==> src/rtl/bpsk_pkg.sv <==
// Shared constants, types and saturating helpers for the BPSK Costas demodulator.
// Latency: none, package contents are purely combinational.
// Backpressure: none, nothing in here holds state.
package bpsk_pkg;

    localparam int W         = 16;
    localparam int N_STEPS   = 4096;
    localparam int A         = $clog2(N_STEPS);
    localparam int NOM_STEP  = 40;
    localparam int LPF_SHIFT = 6;
    localparam int KP_SHIFT  = 8;
    localparam int KI_SHIFT  = 14;

    localparam int ARM_W     = W + 2;
    localparam int INTEG_W   = 24;
    localparam int CORR_W    = 8;
    localparam int CORR_MAX  = NOM_STEP / 2;
    localparam int Q_OFFSET  = N_STEPS * 3 / 4;

    localparam int ARM_MAX   = (1 << (ARM_W - 1)) - 1;
    localparam int ARM_MIN   = -(1 << (ARM_W - 1));
    localparam int INTEG_MAX = (1 << (INTEG_W - 1)) - 1;
    localparam int INTEG_MIN = -(1 << (INTEG_W - 1));

    typedef logic signed [W-1:0]       sample_t;
    typedef logic [A-1:0]              angle_t;
    typedef logic signed [ARM_W-1:0]   arm_t;
    typedef logic signed [INTEG_W-1:0] acc_t;
    typedef logic signed [CORR_W-1:0]  corr_t;

    // Clamp a full-width mixer product (already rescaled) into the arm width.
    function automatic arm_t sat_arm(input logic signed [2*W-1:0] v);
        if (v > ARM_MAX)
            return arm_t'(ARM_MAX);
        else if (v < ARM_MIN)
            return arm_t'(ARM_MIN);
        else
            return v[ARM_W-1:0];
    endfunction

    // One step of the first-order arm IIR: y + (x - y) / 2^LPF_SHIFT, saturating.
    function automatic arm_t lpf_step(input arm_t y, input arm_t x);
        logic signed [ARM_W:0] diff;
        logic signed [ARM_W:0] nxt;
        diff = (ARM_W+1)'(x) - (ARM_W+1)'(y);
        nxt  = (ARM_W+1)'(y) + (diff >>> LPF_SHIFT);
        if (nxt[ARM_W] != nxt[ARM_W-1])
            return nxt[ARM_W] ? arm_t'(ARM_MIN) : arm_t'(ARM_MAX);
        return nxt[ARM_W-1:0];
    endfunction

endpackage

==> src/rtl/costas_loop_filter.sv <==
// Costas phase detector (sign(I) * Q) followed by a saturating PI loop filter and step clamp.
// Latency: 1 clk from arm values to the registered NCO correction.
// Backpressure: none, evaluates every clk.
module costas_loop_filter
    import bpsk_pkg::*;
(
    input  logic  clk,
    input  logic  rst_n,
    input  arm_t  i_f,
    input  arm_t  q_f,
    output corr_t corr
);

    localparam int KI_HALF = 1 << (KI_SHIFT - 1);
    localparam int KP_HALF = 1 << (KP_SHIFT - 1);

    arm_t                    neg_q;
    arm_t                    err;
    logic signed [INTEG_W:0] integ_sum;
    logic signed [INTEG_W:0] corr_sum;
    acc_t                    integ;
    acc_t                    integ_nxt;
    corr_t                   corr_nxt;

    // Q arm carries sin(nco - input); negate it so a leading input gives a positive error,
    // then strip the data sign using the I arm.
    always_comb begin
        neg_q = (q_f == arm_t'(ARM_MIN)) ? arm_t'(ARM_MAX) : -q_f;
        err   = (i_f >= 0) ? neg_q : q_f;
    end

    // PI terms; shifts round to nearest so the floor of >>> does not leak a steady -1
    // into the integrator whenever the error dithers around zero.
    always_comb begin
        integ_sum = (INTEG_W+1)'(integ)
                  + (((INTEG_W+1)'(err) + (INTEG_W+1)'(KI_HALF)) >>> KI_SHIFT);
        corr_sum  = (INTEG_W+1)'(integ)
                  + (((INTEG_W+1)'(err) + (INTEG_W+1)'(KP_HALF)) >>> KP_SHIFT);

        if (integ_sum > INTEG_MAX)
            integ_nxt = acc_t'(INTEG_MAX);
        else if (integ_sum < INTEG_MIN)
            integ_nxt = acc_t'(INTEG_MIN);
        else
            integ_nxt = integ_sum[INTEG_W-1:0];

        if (corr_sum > CORR_MAX)
            corr_nxt = corr_t'(CORR_MAX);
        else if (corr_sum < -CORR_MAX)
            corr_nxt = corr_t'(-CORR_MAX);
        else
            corr_nxt = corr_sum[CORR_W-1:0];
    end

    // Integrator state and the correction the NCO consumes on the following cycle.
    always_ff @(posedge clk) begin
        if (!rst_n) begin
            integ <= '0;
            corr  <= '0;
        end else begin
            integ <= integ_nxt;
            corr  <= corr_nxt;
        end
    end

endmodule

==> src/rtl/bpsk_costas_demod.sv <==
// Coherent BPSK receiver: NCO + I/Q mixers + arm LPFs + Costas loop, hard bit decisions out.
// Latency: data_in -> data_out 3 clk plus the arm LPF group delay (~64 clk).
// Backpressure: none, accepts one sample every clk unconditionally.
module bpsk_costas_demod
    import bpsk_pkg::*;
(
    input  logic                clk,
    input  logic                rst_n,
    input  logic signed [W-1:0] data_in,
    output logic                data_out,
    output logic [A-1:0]        nco_i_cosine_lu_angle_steps,
    output logic [A-1:0]        nco_q_cosine_lu_angle_steps,
    input  logic signed [W-1:0] nco_carrier_i,
    input  logic signed [W-1:0] nco_carrier_q
);

    angle_t                  acc;
    angle_t                  corr_ext;
    corr_t                   corr;
    sample_t                 data_r;
    sample_t                 ci_r;
    sample_t                 cq_r;
    logic signed [2*W-1:0]   prod_i;
    logic signed [2*W-1:0]   prod_q;
    arm_t                    mix_i;
    arm_t                    mix_q;
    arm_t                    i_f;
    arm_t                    q_f;

    // Quadrature reference sits 3/4 turn ahead so the LUT cosine returns sin(phase).
    assign nco_i_cosine_lu_angle_steps = acc;
    assign nco_q_cosine_lu_angle_steps = acc + angle_t'(Q_OFFSET);
    assign corr_ext = {{(A-CORR_W){corr[CORR_W-1]}}, corr};

    // Phase accumulator; wrapping modulo N_STEPS is the intended behaviour.
    always_ff @(posedge clk) begin
        if (!rst_n)
            acc <= '0;
        else
            acc <= acc + angle_t'(NOM_STEP) + corr_ext;
    end

    // Register the sample and the LUT carriers together so they stay phase-aligned.
    always_ff @(posedge clk) begin
        if (!rst_n) begin
            data_r <= '0;
            ci_r   <= '0;
            cq_r   <= '0;
        end else begin
            data_r <= data_in;
            ci_r   <= nco_carrier_i;
            cq_r   <= nco_carrier_q;
        end
    end

    // Mixers: full product rescaled back to carrier full scale, saturated to arm width.
    always_comb begin
        prod_i = (2*W)'(data_r) * (2*W)'(ci_r);
        prod_q = (2*W)'(data_r) * (2*W)'(cq_r);
        mix_i  = sat_arm(prod_i >>> (W - 2));
        mix_q  = sat_arm(prod_q >>> (W - 2));
    end

    // Arm low-pass filters remove the double-frequency mixer term.
    always_ff @(posedge clk) begin
        if (!rst_n) begin
            i_f <= '0;
            q_f <= '0;
        end else begin
            i_f <= lpf_step(i_f, mix_i);
            q_f <= lpf_step(q_f, mix_q);
        end
    end

    // Hard decision on the filtered I arm; the 180-degree lock ambiguity is left downstream.
    always_ff @(posedge clk) begin
        if (!rst_n)
            data_out <= 1'b0;
        else
            data_out <= i_f[ARM_W-1];
    end

    costas_loop_filter u_lf (
        .clk   (clk),
        .rst_n (rst_n),
        .i_f   (i_f),
        .q_f   (q_f),
        .corr  (corr)
    );

endmodule

==> config.mk <==
export PLATFORM = sky130hd
export DESIGN_NAME = bpsk_costas_demod
export DESIGN_NICKNAME = d
export VERILOG_FILES = /design/src/rtl/bpsk_pkg.sv /design/src/rtl/costas_loop_filter.sv /design/src/rtl/bpsk_costas_demod.sv
export SDC_FILE = /design/constraint.sdc
export NUM_CORES = 2
export LEC_CHECK = 0
export CORE_UTILIZATION = 65
export CTS_BUF_LIST = sky130_fd_sc_hd__clkbuf_4 sky130_fd_sc_hd__clkbuf_8
export DETAILED_ROUTE_END_ITERATION = 6
export GPL_TIMING_DRIVEN = 1
export PLACE_DENSITY = 0.83
export SLEW_MARGIN = 40
export SYNTH_ARGS = -nofsm -noshare
export SYNTH_HDL_FRONTEND = slang
export SYNTH_SLANG_ARGS = --single-unit
==> constraint.sdc <==
create_clock -name clk -period 21 [get_ports clk]
set_input_delay 6.3 -clock clk [delete_from_list [all_inputs] [get_ports clk]]
set_output_delay 6.3 -clock clk [all_outputs]
set_load 0.03 [all_outputs]
==> flow_metrics.py <==
metrics = {
    "clock_tree": {
        "worstSkewPairLatency_ns": 0.56,
        "path_clk_slew_ns": 0.08,
        "clock-root-buffer": "clkbuf_8",
        "cts-hold-fix-buffers": 0,
        "cts_resized": 0,
        "cts.sinks": 129,
        "tritoncts": "yes",
        "numCtsBuffers": 17,
        "post-cts-setup-buffers": 0,
        "cts-htree-levels": 4,
        "clockBufferDepth": 2,
    },
    "floorplan": {
        "die_area_um2": 45600,
        "num_rows": 77,
        "io_pins": 75,
        "core_area_um2": 44200,
        "initial_core_util_pct": 65.8,
        "fp.dieW_um": 214,
        "die_height_um": 214,
    },
    "route": {
        "routedWlPerCell_um": 17.1,
        "vias": 22700,
        "drc_errors": 0,
        "vias_per_cell": 5.75,
        "finalWirelength_um": 67500,
        "drt-initial-drc-count": 1469,
        "final_antenna_net_count": 0,
        "drt_pass1_iterations": 6,
    },
    "timing": {
        "slew_viol_final": 0,
        "finalSetupTns_ns": 0,
        "clock_skew_ns": 0.0142,
        "finalHoldViolations": 0,
        "tightest_slew_ns": 0.842,
        "max_freq_ghz": 0.0908,
        "rsz0062_at_grt": "false",
        "post-route-period-util_pct": 52.5,
        "finalCriticalPeriod_ns": 11.02,
        "setup_viol": 0,
        "relSlewSlack_pct": 43.8,
    },
    "finish": {
        "diodes": 0,
        "nets": 4217,
        "mostFrequentLayoutCells": "inv_1 (693), fa_1 (527), nand2_1 (311), and2_1 (306), ha_1 (299)",
        "drive_above_1_share_pct": 2.44,
        "area_growth_pct": 5.29,
        "mostFrequentLayoutCell": "inv_1",
    },
    "placement": {
        "portBuffers": 74,
        "place_congestion": 0.912,
        "hpwl_um": 53600,
    },
    "logic_synthesis": {
        "synth_ff_type": "dfxtp_1",
        "synth_top_area_share_pct": 36.2,
        "yosysSeqAreaShare_pct": 8.87,
        "async_reset_ff_share_pct": 0,
        "ys_ff_latch": 129,
        "yosys.area.top_type": "fa_1",
        "yosysWarnings": 0,
        "synth_edf_count": 0,
        "synth.avg_cell_area_um2": 8.70,
        "yosysUniqueCellTypes": 81,
        "synth_area_um2": 29100,
        "synthCells": 3345,
        "synth.area.top_cells": "fa_1 (36%), ha_1 (13%), inv_1 (8.9%)",
        "syn-num-nets": 4221,
    },
    "global_route": {
        "grtUsageTotal_pct": 32.1,
        "use_met2_pct": 57.4,
        "grt_pass1_wl_um": 115000,
        "overflow": 0,
        "grt_antenna_before_repair": 0,
        "grt_use_met1_pct": 37.7,
        "grt_pass1_vias": 24400,
        "grt_busiest_layer": "met2",
        "met3_usage_pct": 5.16,
        "grt_max_degree": 64,
    },
    "status": {
        "status": "finished, final reports clean",
    },
    "setup_path": {
        "worst_path_most_repeated_cell": "fa_1",
        "worst_ep_arrival_time_ns": 11.44,
        "cp_max_fo": 32,
        "cp_slowest_stage_delay_ns": 0.82,
        "path_class": "reg -> reg",
        "endpoint_kind": "flip-flop",
        "r2r_cells": 39,
        "crit_slowest_cell": "dfxtp_2",
        "required_ns": 21.42,
        "crit_path_start_kind": "flip-flop",
    },
    "worst_hold_path": {
        "hp-class": "reg -> reg",
        "hold_path_depth": 2,
    },
    "job": {
        "drv_cap": 0,
    },
}
## metrics by stage
| stage | utilization, % | instances | hold slack (ns) | instance area, um^2 | setup slack [ns] |
|---|---|---|---|---|---|
| 5_1_grt | 69.3 | 3946 | 0.600 | 30700 | 9.23 |
| 3_5_place_dp | 68.5 | 3914 | 0.544 | 30300 | 10.15 |
| 4_1_cts | 69.3 | 3946 | 0.564 | 30700 | 10.07 |
| 2_1_floorplan | - | 3345 | 0.522 | 29100 | 10.64 |
| 6_report | 69.3 | 3946 | 0.561 | 30700 | 9.98 |
| 3_3_place_gp | 68.4 | 3914 | 0.542 | 30300 | 9.82 |
## cell usage after synthesis, types with 32 or more instances
library cell  instances
dfxtp_1             129
xor2_1               48
nand2_1             311
a21o_1               47
xnor2_1              95
clkbuf_1            102
and2_1              306
nor2_1              173
nand3_1              40
o21ai_0              94
ha_1                299
a21oi_1             119
o21a_1               32
fa_1                527
nor3_1               45
inv_1               693
## worst paths after layout
kind | from | endpoint | slack [ns]
hold / removal | u_lf.corr[0] | nco_i_cosine_lu_angle_steps[0] | 0.56
setup reg to reg | data_r[8] | i_f[8] | 9.98
setup / recovery | data_r[8] | i_f[8] | 9.98
hold reg to reg | u_lf.corr[0] | nco_i_cosine_lu_angle_steps[0] | 0.56
## sequential cells by signal, indices dropped and copies added, names as in the netlist
register and flops:
ci_r 16, q_f 18, u_lf.corr 8, cq_r 16
data_out 1, u_lf.integ 24, data_r 16, i_f 18
nco_i_cosine_lu_angle_steps 12
## cells by family (layout without fill, tap and decap cells)
logic type               count (synthesis)  after routing  synth area share [%]
adder cells (fa/ha/maj)                826            826                  49.1
multiplexers                             5              5                 0.172
XOR/XNOR                               143            143                  4.30
AND/OR/NAND/NOR                        983            983                  16.8
AO/OA/AOI/OAI                          450            450                  10.2
flip-flops                             129            129                  8.87
buffers and inverters                  809            818                  10.6
## worst max-delay path, delay by kind of cell (launching register included)
kind                       cells  cell delay, ns
AOI/OAI and AO/OA             20            4.66
adders and majority gates      9            4.00
and+or+nand+nor                5            0.83
DFF                            1            0.82
buffers and inverters          4            0.41
xor gates and xnor gates       1            0.14
## metal layers
metal / share of wire (%) / up-vias
met1: 38 / 11300
met4: 3.9 / 0
met5: 0 / -
met3: 6.2 / 213
met2: 52 / 817
li1: - / 10400
## final cells by class
cell class              instances  area, um^2
flip-flops and latches        129        2580
repair buffers                 92         871
well taps                     592         741
clock inverters                14         130
clock buffers                  18         241
inverters                     694        2610
multi-input cells            2407       23500
fillers                      3338       13600
Power is left out: the tool's default activity adds up to more than one toggle a clock period on the data nets, which glitch-free logic cannot reach.
